## config.mk

```make
export PLATFORM = sky130hd
export DESIGN_NAME = systolic_controller
export DESIGN_NICKNAME = d
export VERILOG_FILES = /design/src/rtl/systolic_controller.sv
export SDC_FILE = /design/constraint.sdc
export NUM_CORES = 1
export LEC_CHECK = 0
export ABC_AREA = 0
export BUFFER_PORTS_ARGS = -buffer_cell sky130_fd_sc_hd__clkbuf_2
export CAP_MARGIN = 5
export CORE_MARGIN = 4
export CORE_UTILIZATION = 55
export CTS_BUF_LIST = sky130_fd_sc_hd__clkbuf_4 sky130_fd_sc_hd__clkbuf_8
export CTS_CLUSTER_SIZE = 30
export DETAILED_ROUTE_END_ITERATION = 8
export HOLD_SLACK_MARGIN = 0.05
export PLACE_DENSITY = 0.78
export SLEW_MARGIN = 20
export SYNTH_ARGS = -nofsm -noshare
export SYNTH_HDL_FRONTEND = slang
export SYNTH_SLANG_ARGS = --single-unit
```

## constraint.sdc

```tcl
create_clock -name clk -period 2.08 [get_ports clk]
set_input_delay 0 -clock clk [delete_from_list [all_inputs] [get_ports clk]]
set_output_delay 0 -clock clk [all_outputs]
set_load 0.01 [all_outputs]
```

## src/rtl/systolic_controller.sv

```systemverilog
// Systolic array tile sequencer: weight load, ifmap streaming, pipeline drain.
// Tracks in-flight vectors with a stall-aware valid delay line.
module systolic_controller #(
  parameter int ARRAY_HEIGHT = 4,
  parameter int ARRAY_WIDTH  = 4,
  parameter int MAX_VECS     = 256,
  localparam int AW       = $clog2(MAX_VECS),
  localparam int PIPE_LAT = ARRAY_HEIGHT + ARRAY_WIDTH - 1,
  localparam int RW       = $clog2(ARRAY_HEIGHT)
) (
  input  logic          clk,
  input  logic          rst_n,
  input  logic          start,
  input  logic [AW:0]   num_vecs,
  input  logic          stall,
  input  logic          abort,
  output logic          busy,
  output logic          done,
  output logic          weight_en,
  output logic [RW-1:0] weight_row,
  output logic          ifmap_rd_en,
  output logic [AW-1:0] ifmap_addr,
  output logic          array_en,
  output logic          ofmap_valid,
  output logic [AW-1:0] ofmap_addr
);

  localparam int DW = $clog2(PIPE_LAT + 1);

  typedef enum logic [2:0] {
    IDLE, LOAD_W, COMPUTE, DRAIN, DONE
  } state_t;

  state_t state;

  logic [AW-1:0]       nv_last;
  logic [AW-1:0]       rd_cnt;
  logic [AW-1:0]       wr_cnt;
  logic [RW-1:0]       w_cnt;
  logic [DW-1:0]       d_cnt;
  logic [PIPE_LAT-1:0] vld_dl;

  logic run;
  logic rd_fire;
  logic wr_fire;

  assign run     = (state == COMPUTE || state == DRAIN) && !stall;
  assign rd_fire = (state == COMPUTE) && !stall;
  assign wr_fire = run && vld_dl[PIPE_LAT-1];

  always_ff @(posedge clk or negedge rst_n) begin
    if (!rst_n) begin
      state   <= IDLE;
      nv_last <= '0;
      rd_cnt  <= '0;
      wr_cnt  <= '0;
      w_cnt   <= '0;
      d_cnt   <= '0;
      vld_dl  <= '0;
    end else if (abort) begin
      state   <= IDLE;
      nv_last <= '0;
      rd_cnt  <= '0;
      wr_cnt  <= '0;
      w_cnt   <= '0;
      d_cnt   <= '0;
      vld_dl  <= '0;
    end else begin
      if (run)
        vld_dl <= {vld_dl[PIPE_LAT-2:0], rd_fire};
      if (wr_fire)
        wr_cnt <= wr_cnt + AW'(1);
      unique case (state)
        IDLE: begin
          if (start && num_vecs == '0) begin
            state <= DONE;
          end else if (start && num_vecs <= (AW+1)'(MAX_VECS)) begin
            state   <= LOAD_W;
            nv_last <= AW'(num_vecs - (AW+1)'(1));
            rd_cnt  <= '0;
            wr_cnt  <= '0;
            w_cnt   <= '0;
            d_cnt   <= '0;
            vld_dl  <= '0;
          end
        end
        LOAD_W: begin
          if (w_cnt == RW'(ARRAY_HEIGHT - 1)) begin
            state <= COMPUTE;
            w_cnt <= '0;
          end else begin
            w_cnt <= w_cnt + RW'(1);
          end
        end
        COMPUTE: begin
          if (!stall) begin
            if (rd_cnt == nv_last)
              state <= DRAIN;
            else
              rd_cnt <= rd_cnt + AW'(1);
          end
        end
        DRAIN: begin
          if (!stall) begin
            if (d_cnt == DW'(PIPE_LAT - 1)) begin
              state <= DONE;
              d_cnt <= '0;
            end else begin
              d_cnt <= d_cnt + DW'(1);
            end
          end
        end
        DONE: begin
          state  <= IDLE;
          rd_cnt <= '0;
          wr_cnt <= '0;
          vld_dl <= '0;
        end
        default: state <= IDLE;
      endcase
    end
  end

  assign busy        = state != IDLE;
  assign done        = (state == DONE) && !abort;
  assign weight_en   = state == LOAD_W;
  assign weight_row  = w_cnt;
  assign ifmap_rd_en = rd_fire;
  assign ifmap_addr  = (state == COMPUTE) ? rd_cnt : '0;
  assign array_en    = run;
  assign ofmap_valid = wr_fire;
  assign ofmap_addr  = wr_cnt;

endmodule
```

## Word level (Yosys, flattened, before mapping)

Cells that the tools add are included.

| operators by class | value |
|---|---|
| add/sub/neg operators | 5 |
| multipliers | 0 |
| div/mod/pow operators | 0 |
| order comparisons | 1 |
| equal/unequal tests | 17 |
| shifts and indexed selects | 0 |
| muxes and demuxes | 41 |
| bitwise logic cells | 0 |
| reduce and logical (&&, ||, !) cells | 22 |

Operator list:

| cell | number |
|---|---|
| two-way mux 8 bit | 14 |
| two-way mux 3 bit | 13 |
| two-way mux 7 bit | 4 |
| case mux 8 bit (3 select lines) | 1 |
| adder 8 x 1 -> 8 bit (second input constant) | 2 |
| case mux 8 bit (2 select lines) | 1 |
| != test 3 bit (second input constant) | 5 |
| case mux 7 bit (2 select lines) | 1 |
| case mux 3 bit (4 select lines) | 1 |
| less-or-equal comparator 9 bit (second input constant) | 1 |
| logical NOT 9 bit | 1 |
| != test 3 x 2 -> 1 bit (second input constant) | 3 |
| nonzero test 3 bit | 3 |
| == test 8 bit | 1 |
| two-way mux 2 bit | 4 |
| subtractor 8 x 1 -> 8 bit (second input constant) | 1 |
| == test 3 x 2 -> 1 bit (second input constant) | 2 |
| == test 3 bit (second input constant) | 2 |
| logical AND 1 bit | 6 |
| case mux 3 bit (2 select lines) | 1 |
| AND reduction 3 bit | 2 |
| AND reduction 6 bit | 1 |
| AND reduction 5 bit | 1 |
| != test 4 bit (second input constant) | 1 |
| 12 further kinds | 14 |

| word-level totals | value |
|---|---|
| register bits after elaboration | 39 |
| latch bits | 0 |
| memory bits (writable) | 0 |
| ROM bits | 0 |
| input bits | 14 |
| logic and storage cells | 93 |
| memories kept | 0 |

## Logic depth before layout (Yosys ltp)

Gate-level depths: netlist of the first run.

| depth | value |
|---|---|
| depth in word-level cells | 9 |
| gate-level depth with buffers | 9 |
| gate-level depth less buffers | 7 |

## Worst setup path after synthesis of the first run

No wires, ideal clock.

| path | value |
|---|---|
| path type | register to register |
| start point | reg rd_cnt[3] |
| end point | reg rd_cnt[6] |
| setup time | 0.120 ns |
| arrival | 1.692 ns |
| slack | 0.268 ns |
| stages on the path, launching flop included | 7 |
| period minus slack after synthesis | 1.812 ns |
| path through | dfrtp_1 xor2_1 nor4_2 a2111oi_4 buf_6 a32o_1 a31o_1 |

| on the way | value |
|---|---|
| longest elaborated chain between the ends | 5 |
| elaborated cells on any way between the ends | 8 |
| classes of those cells | add/sub: 1; eq/ne: 2; mux: 4; reduce/logical: 1 |

RTL lines:

| item | RTL line | RTL |
|---|---|---|
| from (decl) | 37 | `logic [AW-1:0] rd_cnt;` |
| from (signal assigned) | 100 | `rd_cnt <= rd_cnt + AW'(1);` |
| adder 8 x 1 -> 8 bit | 100 |  |
| two-way mux 8 bit | 97 | `if (rd_cnt == nv_last)` |
| two-way mux 8 bit | 96 | `if (!stall) begin` |
| case mux 8 bit (3 select lines) | 73 | `unique case (state)` |
| two-way mux 8 bit | 60 | `end else if (abort) begin` |

Several ways; a longest one is shown, not always the timed one. The select of a mux whose other input is x is not followed.
A chain may end at the register's enable or synchronous reset.

## Worst setup path in the final report of the first run

| path | value |
|---|---|
| start point | reg rd_cnt[7] |
| end point | reg rd_cnt[2] |

| on the way | value |
|---|---|
| longest elaborated chain between the ends | 3 |

RTL lines:

| item | RTL line |
|---|---|
| == test 8 bit | 97 |
| != test 3 bit (no source line) | -- |
| AND reduction 5 bit (no source line) | -- |

Every way passes these cells.

==> results of run 1 <==
[where the power goes]
group / total (mW) / switching (mW) / internal (mW)
sequential: 0.795 / 0.0203 / 0.775
clock: 0.659 / 0.295 / 0.364
combinational: 0.240 / 0.138 / 0.102
total: 1.69 / 0.454 / 1.24
[cell usage in the layout, fill, tap and decap left out, types with 2 or more instances in the layout]
| cell | synthesis | final |
|---|---|---|
| nand2b_1 | 4 | 4 |
| or3_1 | 2 | 2 |
| a211oi_2 | 4 | 4 |
| nor3b_1 | 2 | 2 |
| a211o_1 | 2 | 2 |
| clkbuf_2 | 0 | 37 |
| o21ai_0 | 6 | 6 |
| clkbuf_8 | 0 | 5 |
| xor2_1 | 16 | 16 |
| dfrtp_1 | 39 | 39 |
| a311oi_2 | 2 | 2 |
| ha_1 | 4 | 4 |
| nor2_1 | 28 | 28 |
| nand2_1 | 30 | 30 |
| nor4b_1 | 2 | 2 |
| and3_1 | 3 | 3 |
| buf_4 | 0 | 16 |
| xnor2_1 | 4 | 4 |
| nor4_2 | 2 | 2 |
| a21oi_1 | 15 | 15 |
| nand4_1 | 4 | 4 |
| nand3_1 | 6 | 6 |
| o21ba_1 | 2 | 2 |
| nor2b_1 | 3 | 3 |
| inv_1 | 8 | 8 |
| a32o_1 | 2 | 2 |
| nand3b_1 | 2 | 2 |
| dlygate4sd3_1 | 0 | 5 |
| a31oi_1 | 3 | 3 |
| and2_1 | 7 | 7 |
| and4b_1 | 3 | 3 |
| a31o_1 | 2 | 2 |
| nor4_1 | 5 | 5 |
| nor3_1 | 5 | 5 |
| mux2i_1 | 3 | 3 |
[final timing paths]
kind	end	startpoint	cells after the start	slack, ns
worst max-delay path	rd_cnt[2]	rd_cnt[7]	6	0.09
worst min register to register	vld_dl[1]	vld_dl[1]	2	0.53
worst min-delay path	nv_last[6]	num_vecs[6]	3	0.07
worst max register to register	rd_cnt[2]	rd_cnt[7]	6	0.09
max in group asynchronous	nv_last[5]	rst_n	3	1.45
min in group asynchronous	ofmap_addr[1]	rst_n	3	0.27
[per-stage QoR]
step	utilization	cell area [um2]	setup slack, ns
6_report	0.696	2860	0.0941
3_3_place_gp	0.652	2680	0.195
2_1_floorplan	-	2410	0.268
3_5_place_dp	0.652	2680	0.150
4_1_cts	0.692	2850	0.0950
5_1_grt	0.696	2860	0.00404
[per-layer routing]
| metal | GRT usage | part of all wire |
|---|---|---|
| met1 | 0.303 | 0.47 |
| met5 | 0 | 0 |
| met2 | 0.330 | 0.46 |
| met4 | 0.0791 | 0.015 |
| met3 | 0.0459 | 0.057 |
[registers in the layout, summed over array words and instances, names as in the netlist]
register and count:
nv_last 8, vld_dl 7, d_cnt 3, state 3, rd_cnt 8, weight_row 2, ofmap_addr 8
[what timing repair did]
action,CTS,global route
endpoints found under the hold margin,44,0
buffers inserted,0,2
hold buffers,5,0
endpoints found under the setup margin,0,3
[logic make-up after synthesis]
| family | after synthesis | share of synthesized area |
|---|---|---|
| simple gates | 118 | 0.273 |
| compound gates | 49 | 0.165 |
| flops | 39 | 0.405 |
| buf+inv | 21 | 0.0462 |
| xor+xnor | 20 | 0.0726 |
| mux | 4 | 0.0171 |
| fa+ha+maj | 4 | 0.0208 |
[worst reg2reg max path, stage by stage (launching register included)]
cell and delay [ns]:
dfrtp_1 0.41, xor2_1 0.19, nor4_2 0.48, a2111oi_4 0.17, buf_4 0.18, and4b_1 0.19, a211o_1 0.27
[area by class of cell]
| cell class | count | area, um2 | area share |
|---|---|---|---|
| clock buffers | 5 | 68.8 | 0.0240 |
| multi-input cells | 195 | 1320 | 0.462 |
| flip-flops and latches | 39 | 976 | 0.341 |
| clock inverters | 3 | 47.5 | 0.0166 |
| inverters | 8 | 30.0 | 0.0105 |
| repair buffers | 58 | 355 | 0.124 |
| well taps | 50 | 62.6 | 0.0218 |
==> results.md, run 1 <==
- ANT cells: 0
- Clock Latency Late Sink: 0.30 ns
- Number of global-route vias before repair: 1901
- Post-synth top area cell: dfrtp_1
- Num CTS Buffers: 5
- Peak VDD IR: 0.000431 V
- Hold_ws: 0.0711 ns
- Placed Cells: 343
- Final Skew: 0.0113 ns
- Clk buf depth: 2
- Slowest CP cell: nor4_2
- Synth warn: 0
- Initial detailed-routing violation count: 140
- Port Buf Inserts: 37
- Top post-synthesis cells by area: dfrtp_1 (40%), xor2_1 (5.8%), nand2_1 (4.7%), nor2_1 (4.4%), a21oi_1 (3.1%)
- Wire per inst: 15.4 um
- Antenna violations before repair: 0
- Starting density of the core: 0.586
- Critical-path cell list: xor2_1, nor4_2, a2111oi_4, buf_4, and4b_1, a211o_1
- HPWL after DPL: 3840 um
- EDFF count, synth: 0
- CTS tree: built
- Synth Instances: 255
- Cell family with most CP delay: simple AND/OR/NAND/NOR gates
- Vias/cell: 5.71
- Crit path time final: 1.99 ns
- Gpl congestion: 0.925
- Tot GR Track Use: 0.216
- Syn nets: 273
- Remaining global-route overflow: 0
- Max Slew Vio Count: 0
- Worst path bufs/invs: 1
- Clock tree root buffer cell: clkbuf_8
- Pre-Repair DR Iteration Count: 4
- CP Capture Type: register
- Clk slew on worst S/H paths: 0.09 ns
- Layout cells sized above 1: 0.253
- Row cnt: 23
- Status: complete, no violations
- Count of final setup violators: 0
- TritonCTS Sinks: 39
- Synth top cells by count: dfrtp_1 (39), nand2_1 (30), nor2_1 (28), xor2_1 (16), a21oi_1 (15)
- CORE AREA: 4120 um2
- Post_cts resized: 0
- Largest stage delay, worst path: 0.48 ns
- Critical path fanouts, max: 4
- Crit path kind: reg2reg
- Fmax: 0.504 GHz
- Leakage: 1.37 nW
- Startpoint types: register
- Seq/Total Area, Yosys: 0.405
- Unrepaired setup endpoints after global routing: false
- Final Hold Fails: 0
- Pwr/cell area: 592 nW/um2
- Setup TNS: 0 ns
- First-pass GRT wire length: 9180 um
- Rel. slew slack: 0.461
- P&R area growth vs syn: 18.8%
- Post-route ant nets: 0
- Final wirelength: 5530 um
- Dominant cell by count in the synthesized netlist: dfrtp_1
- Worst-Margin Slew: 0.806 ns
- Synth cell types: 57
- Mapped Area: 2410 um2
- DIE HEIGHT: 74.2 um
- Max-Cap Viols: 0
- Min-Delay Path Class: in2reg
- Flops & latches, synth: 39
- Largest net degree at the start of global routing: 40
- Total power: 1.69 mW
- Worst Path Arrival: 2.18 ns
- Critical path data required time: 2.27 ns
- Period Utilization, post-route: 0.955
- Die area: 5510 um2
- Final nets: 325
- # DRC: 0
- IO Pins: 38
- Vias: 2043
- Final std cells w/o fill: 358
- Top-area cell type share of the netlist area: 0.405
- Fillcell total: 317
- Syn Area/Cell: 9.46 um2
- Die width: 74.2 um
- H-tree levels: 2
- Post-synth ARST share: 1.00
- Top_reg_cell synth: dfrtp_1
(Power assumes the default switching activity.)
==> run 2, diff against run 1 <==
--- a/config.mk
+++ b/config.mk
@@ -9,12 +9,12 @@
 export BUFFER_PORTS_ARGS = -buffer_cell sky130_fd_sc_hd__clkbuf_2
 export CAP_MARGIN = 5
 export CORE_MARGIN = 4
-export CORE_UTILIZATION = 55
+export CORE_UTILIZATION = 50
 export CTS_BUF_LIST = sky130_fd_sc_hd__clkbuf_4 sky130_fd_sc_hd__clkbuf_8
 export CTS_CLUSTER_SIZE = 30
 export DETAILED_ROUTE_END_ITERATION = 8
 export HOLD_SLACK_MARGIN = 0.05
-export PLACE_DENSITY = 0.78
+export PLACE_DENSITY = 0.72
 export SLEW_MARGIN = 20
 export SYNTH_ARGS = -nofsm -noshare
 export SYNTH_HDL_FRONTEND = slang
==> run 2 against run 1 <==
  * Core utilization decreased by 7.6 points
  * Sequential power about the same
  * Clock-buffer cell count unchanged
  * Combinational power increased by 2%
  * Maximum frequency increased by 3.6%
  * Via count decreased by 0.15%
  * Sequential share of layout area decreased by 0.51 points
  * Critical endpoint is now rd_cnt[5]
  * Highest routed layer unchanged
==> results.md, run 2 (synthesis results as in run 1) <==
- CP Capture Type: register
- Hold_ws: 0.0753 ns (+0.00419 ns)
- Total power: 1.81 mW (+7.1%)
- Rel. slew slack: 0.617 (+0.156)
- Clk buf depth: 2 (unchanged)
- Gpl congestion: 0.841 (-9.1%)
- Wire per inst: 15.2 um (-1.5%)
- Peak VDD IR: 0.000338 V (-22%)
- Status: complete, no violations
- Final nets: 327 (+0.62%)
- Vias: 2040 (-0.15%)
- CTS tree: built
- Pre-CTS WS: 0.0826 ns (-0.0672 ns)
- Final Skew: 0.00870 ns (-0.00258 ns)
- Pwr/cell area: 624 nW/um2 (+5.5%)
- First-pass GRT wire length: 9390 um (+2.3%)
- Count of final setup violators: 0 (unchanged)
- Number of global-route vias before repair: 1979 (+4.1%)
- Tot GR Track Use: 0.194 (-0.0216)
- Clk slew on worst S/H paths: 0.09 ns (about the same)
- Critical path data required time: 2.27 ns (about the same)
- P&R area growth vs syn: 20.6%
- Crit path kind: reg2reg
- Row cnt: 25 (+8.7%)
- Worst-Margin Slew: 0.574 ns (-0.232 ns)
- Grt met2 use: 0.326 (-0.00416)
- DIE HEIGHT: 77.4 um (+4.4%)
- Post-route ant nets: 0 (unchanged)
- Global Route met1 Usage: 0.259 (-0.0438)
- Num CTS Buffers: 5 (unchanged)
- Final std cells w/o fill: 364 (+1.7%)
- Die width: 77.4 um (+4.4%)
- Fin util: 0.620 (-0.0762)
- Placed Cells: 350 (+2.0%)
- ANT cells: 0 (unchanged)
- Final wirelength: 5540 um (+0.20%)
- Leakage: 1.40 nW (+1.9%)
- Fmax: 0.522 GHz (+3.6%)
- Starting density of the core: 0.514 (-0.0720)
- Commonest non-fill, non-tap cell in the layout: dfrtp_1
- Port Buf Inserts: 37 (unchanged)
- Antenna violations before repair: 0 (unchanged)
- Min-Delay Path Class: in2reg
- Startpoint types: register
- Largest net degree at the start of global routing: 40 (unchanged)
- Crit path time final: 1.92 ns (-0.0697 ns)
- DP Area: 2710 um2 (+1.0%)
- Pre-Repair DR Iteration Count: 4 (unchanged)
- Initial detailed-routing violation count: 141 (+0.71%)
- Commonest non-fill, non-tap cells in the layout: dfrtp_1 (39), clkbuf_2 (37), nand2_1 (30)
- Sw frac: 0.247 (-0.0212)
- Reg area: 976 um2 (unchanged)
- Worst Path Arrival: 2.10 ns (-0.08 ns)
- Fillcell total: 398 (+26%)
- Vias/cell: 5.60 (-1.8%)
- Finished Cell Area: 2910 um2 (+1.5%)
- HPWL after DPL: 4120 um (+7.3%)
- Remaining global-route overflow: 0 (unchanged)
- Most used routing layer: met2
- IO Pins: 38 (unchanged)
- Setup TNS: 0 ns (unchanged)
- H-tree levels: 2 (unchanged)
- Layout cells sized above 1: 0.268 (+0.0145)
- Seq pwr share: 0.438 (-0.032)
- Clock tree root buffer cell: clkbuf_8
- Clock share of power: 0.427 (+0.038)
- GR Util met3: 0.0336 (-0.0123)
- Period Utilization, post-route: 0.921 (-0.0335)
- Max-Cap Viols: 0 (unchanged)
- CORE AREA: 4690 um2 (+14%)
- Critical path fanouts, max: 6 (+2)
- # DRC: 0 (unchanged)
- Combinational Power Share: 0.135 (-0.007)
- TritonCTS Sinks: 39 (unchanged)
- Die area: 6000 um2 (+8.9%)
- Multi-input gate area: 1330 um2 (+0.38%)
- P_int: 1.37 mW (+10%)
- Crit path setup slack, layout: 0.164 ns (+0.0697 ns)
- Net Sw Power: 0.448 mW (-1.4%)
- Max Slew Vio Count: 0 (unchanged)
- Final Hold Fails: 0 (unchanged)
- Clock Latency Late Sink: 0.30 ns (about the same)
## run 2: cell count changes in the layout (fill, tap and decap cells not counted)
cell and change:
inv_6 -1, nor3b_2 +1, clkinv_4 -1, inv_8 +1, buf_4 +4, bufinv_16 +1
dlygate4sd3_1 -2, nor3b_1 -1
## run 2: power by group through the flow
stage	Combinational [mW]	Clock, mW	Sequential, mW
after floorplan	0.156	0	0.806
after global placement	0.222	0	0.808
after detailed placement	0.225	0	0.810
after CTS	0.230	0.790	0.795
after global routing	0.272	0.811	0.799
final	0.244	0.776	0.795
## run 2: layout make-up
class	instances	area share
clock buffer	5	0.0237
clock inverter	3	0.0245
inverter	8	0.0103
multi-input combinational	195	0.457
sequential	39	0.336
tap	54	0.0232
timing repair buffer	60	0.126
## run 2: worst paths after layout
kind | from | to | slack [ns] | cells past startpoint
hold reg to reg | vld_dl[0] | vld_dl[1] | 0.52 | 2
hold / removal | start | state[2] | 0.08 | 5
setup / recovery | rd_cnt[0] | rd_cnt[5] | 0.16 | 6
setup reg to reg | rd_cnt[0] | rd_cnt[5] | 0.16 | 6
max in group asynchronous | rst_n | nv_last[1] | 1.44 | 3
min in group asynchronous | rst_n | weight_row[1] | 0.29 | 3
## run 2: critical path: stages, from the launching register on
cell and delay, ns:
dfrtp_1 0.44, xor2_1 0.20, nor4_2 0.09, a2111oi_4 0.52, buf_4 0.22, nand4_1 0.11
a31o_1 0.23
## run 2: what timing repair did
item	CTS	global route
setup endpoints to repair	0	4
resized for setup	0	1
endpoints found under the hold margin	41	0
buffers inserted	0	3
hold buffers	3	0
## run 2: metal layers
metal | up-vias | routed length, um
met3 | 5 | 311
met1 | 956 | 2510
li1 | 1017 | -
met4 | 0 | 68
met2 | 62 | 2660
met5 | - | 0
==> run 3, diff against run 2 <==
--- a/config.mk
+++ b/config.mk
@@ -6,7 +6,7 @@
 export NUM_CORES = 1
 export LEC_CHECK = 0
 export ABC_AREA = 0
-export BUFFER_PORTS_ARGS = -buffer_cell sky130_fd_sc_hd__clkbuf_2
+export BUFFER_PORTS_ARGS = -buffer_cell sky130_fd_sc_hd__buf_2
 export CAP_MARGIN = 5
 export CORE_MARGIN = 4
 export CORE_UTILIZATION = 50
@@ -15,6 +15,7 @@
 export DETAILED_ROUTE_END_ITERATION = 8
 export HOLD_SLACK_MARGIN = 0.05
 export PLACE_DENSITY = 0.72
+export SETUP_SLACK_MARGIN = 0.3
 export SLEW_MARGIN = 20
 export SYNTH_ARGS = -nofsm -noshare
 export SYNTH_HDL_FRONTEND = slang
==> run 3 against run 2 <==
  * Sequential power about the same
  * Die area stayed put
  * Sequential share of layout area shrank 1.0 points
  * Via count rose by 4.2%
  * Combinational power rose by 34%
  * Worst setup slack got worse by 0.0075 ns
  * Design area grew 3.3%
  * Register-to-register slack about the same
  * Critical path type unchanged
==> results.md, run 3 (synthesis results as in run 1) <==
- Period Utilization, post-route: 0.925 (+0.00361)
- TritonCTS Sinks: 39 (unchanged)
- Wire per inst: 15.5 um (+1.8%)
- Antenna violations before repair: 0 (unchanged)
- Startpoint types: register
- Fillcell total: 398 (unchanged)
- Status: complete, no violations
- ANT cells: 0 (unchanged)
- Port Buf Inserts: 37 (unchanged)
- Leakage: 1.43 nW (+2.4%)
- Number of global-route vias before repair: 1998 (+0.96%)
- Vias: 2125 (+4.2%)
- Critical path data required time: 2.27 ns (about the same)
- Crit path setup slack, layout: 0.156 ns (-0.00750 ns)
- # DRC: 0 (unchanged)
- Clock Latency Late Sink: 0.29 ns (about the same)
- Starting density of the core: 0.514 (unchanged)
- Crit path time final: 1.92 ns (+0.00750 ns)
- Post-route ant nets: 0 (unchanged)
- Commonest non-fill, non-tap cell in the layout: dfrtp_1
- Final std cells w/o fill: 369 (+1.4%)
- Critical path fanouts, max: 5 (-1)
- Final nets: 332 (+1.5%)
- Total power: 1.65 mW (-9.2%)
- Pre-Repair DR Iteration Count: 5 (+1)
- DIE HEIGHT: 77.4 um (unchanged)
- Setup TNS: 0 ns (unchanged)
- Row cnt: 25 (unchanged)
- Initial detailed-routing violation count: 223 (+58%)
- Peak VDD IR: 0.000397 V (+17%)
- Min-Delay Path Class: in2reg
- Count of final setup violators: 0 (unchanged)
- Commonest non-fill, non-tap cells in the layout: dfrtp_1 (38), buf_2 (37), nand2_1 (30)
- Num CTS Buffers: 5 (unchanged)
- Worst-Margin Slew: 0.890 ns (+0.316 ns)
- Placed Cells: 348 (-0.57%)
- Die area: 6000 um2 (unchanged)
- Max Slew Vio Count: 0 (unchanged)
- Crit path kind: reg2reg
- CORE AREA: 4690 um2 (unchanged)
- Worst Path Arrival: 2.11 ns (about the same)
- Tot GR Track Use: 0.198 (+0.00427)
- Hold_ws: 0.0757 ns (+0.000396 ns)
- Fmax: 0.520 GHz (-0.39%)
- Reg2reg start: nv_last[2]
- CP Capture Type: register
- Hold Path Origin: num_vecs[0]
- Unrepaired setup endpoints after global routing: true
- Pwr/cell area: 549 nW/um2 (-12%)
- Vias/cell: 5.76 (+2.8%)
- HPWL after DPL: 3790 um (-8.0%)
- Multi-input gate area: 1440 um2 (+8.2%)
- Worst setup path start: nv_last[2]
- Gpl congestion: 0.815 (-3.1%)
- Remaining global-route overflow: 0 (unchanged)
- Largest net degree at the start of global routing: 40 (unchanged)
- Final wirelength: 5720 um (+3.2%)
- IO Pins: 38 (unchanged)
- Rel. slew slack: 0.407 (-0.210)
- Pre-CTS WS: 0.0176 ns (-0.0650 ns)
- Clk slew on worst S/H paths: 0.08 ns (about the same)
- P&R area growth vs syn: 24.6%
- CTS tree: built
- Final Hold Fails: 0 (unchanged)
- Reg area: 977 um2 (+0.13%)
- Max-Cap Viols: 0 (unchanged)
- First-pass GRT wire length: 9650 um (+2.7%)
- Clock tree root buffer cell: clkbuf_8
- Die width: 77.4 um (unchanged)
- Final Skew: 0.00477 ns (-0.00393 ns)
- Layout cells sized above 1: 0.308 (+0.0402)
- Clk buf depth: 2 (unchanged)
- H-tree levels: 2 (unchanged)
run 3: cell types whose count changed in the layout (fill, tap and decap cells not counted), moves of 3 or more:
| cell | previous run | this run |
|---|---|---|
| clkbuf_2 | 37 | 0 |
| xor2_1 | 16 | 13 |
| buf_2 | 0 | 37 |
| xor2_2 | 0 | 3 |
run 3: per-stage QoR:
| stage | util | area (um2) |
|---|---|---|
| after floorplan | - | 2420 |
| after global placement | 0.574 | 2700 |
| after detailed placement | 0.574 | 2700 |
| after CTS | 0.624 | 2930 |
| after global routing | 0.640 | 3000 |
| final | 0.640 | 3000 |
run 3: metal layers:
layer	vias up	part of all wire	GRT usage
li1	1029	-	-
met3	18	0.064	0.0429
met5	-	0	0
met4	0	0.023	0.0676
met2	81	0.43	0.296
met1	997	0.48	0.285
run 3: critical path, stage by stage, from the launching register on:
cell,delay [ns]
dfrtp_1,0.39
xor2_1,0.19
nor4_4,0.46
a2111oi_4,0.13
buf_6,0.16
buf_6,0.11
a32o_1,0.20
a31o_1,0.18
run 3: layout make-up:
class                   count  area share
multi-input cells         196       0.479
flip-flops and latches     39       0.325
repair buffers             64       0.134
clock buffers               7      0.0279
well taps                  54      0.0225
inverters                   8      0.0100
clock inverters             1     0.00167
run 3: path summary, 6_finish.rpt:
check / end / cells after the start / slack [ns]
worst max-delay path: rd_cnt[6] / 7 / 0.16
worst min-delay path: nv_last[0] / 4 / 0.08
worst max register to register: rd_cnt[6] / 7 / 0.16
worst min register to register: vld_dl[2] / 2 / 0.52
max in group asynchronous: state[2] / 2 / 1.11
min in group asynchronous: weight_row[1] / 2 / 0.37
run 3: repair_timing:
item | CTS | global route
buffers inserted | 6 | 3
pin swaps | 5 | 6
cloned | 1 | 0
endpoints found under the setup margin | 30 | 28
hold endpoints to repair | 41 | 0
hold buffers | 3 | 0
gates resized for setup | 10 | 8
run 3: where the power goes:
group | switching [mW] | total [mW] | internal, mW
sequential | 0.0180 | 0.793 | 0.775
combinational | 0.177 | 0.326 | 0.149
clock | 0.267 | 0.529 | 0.262
total | 0.462 | 1.65 | 1.19
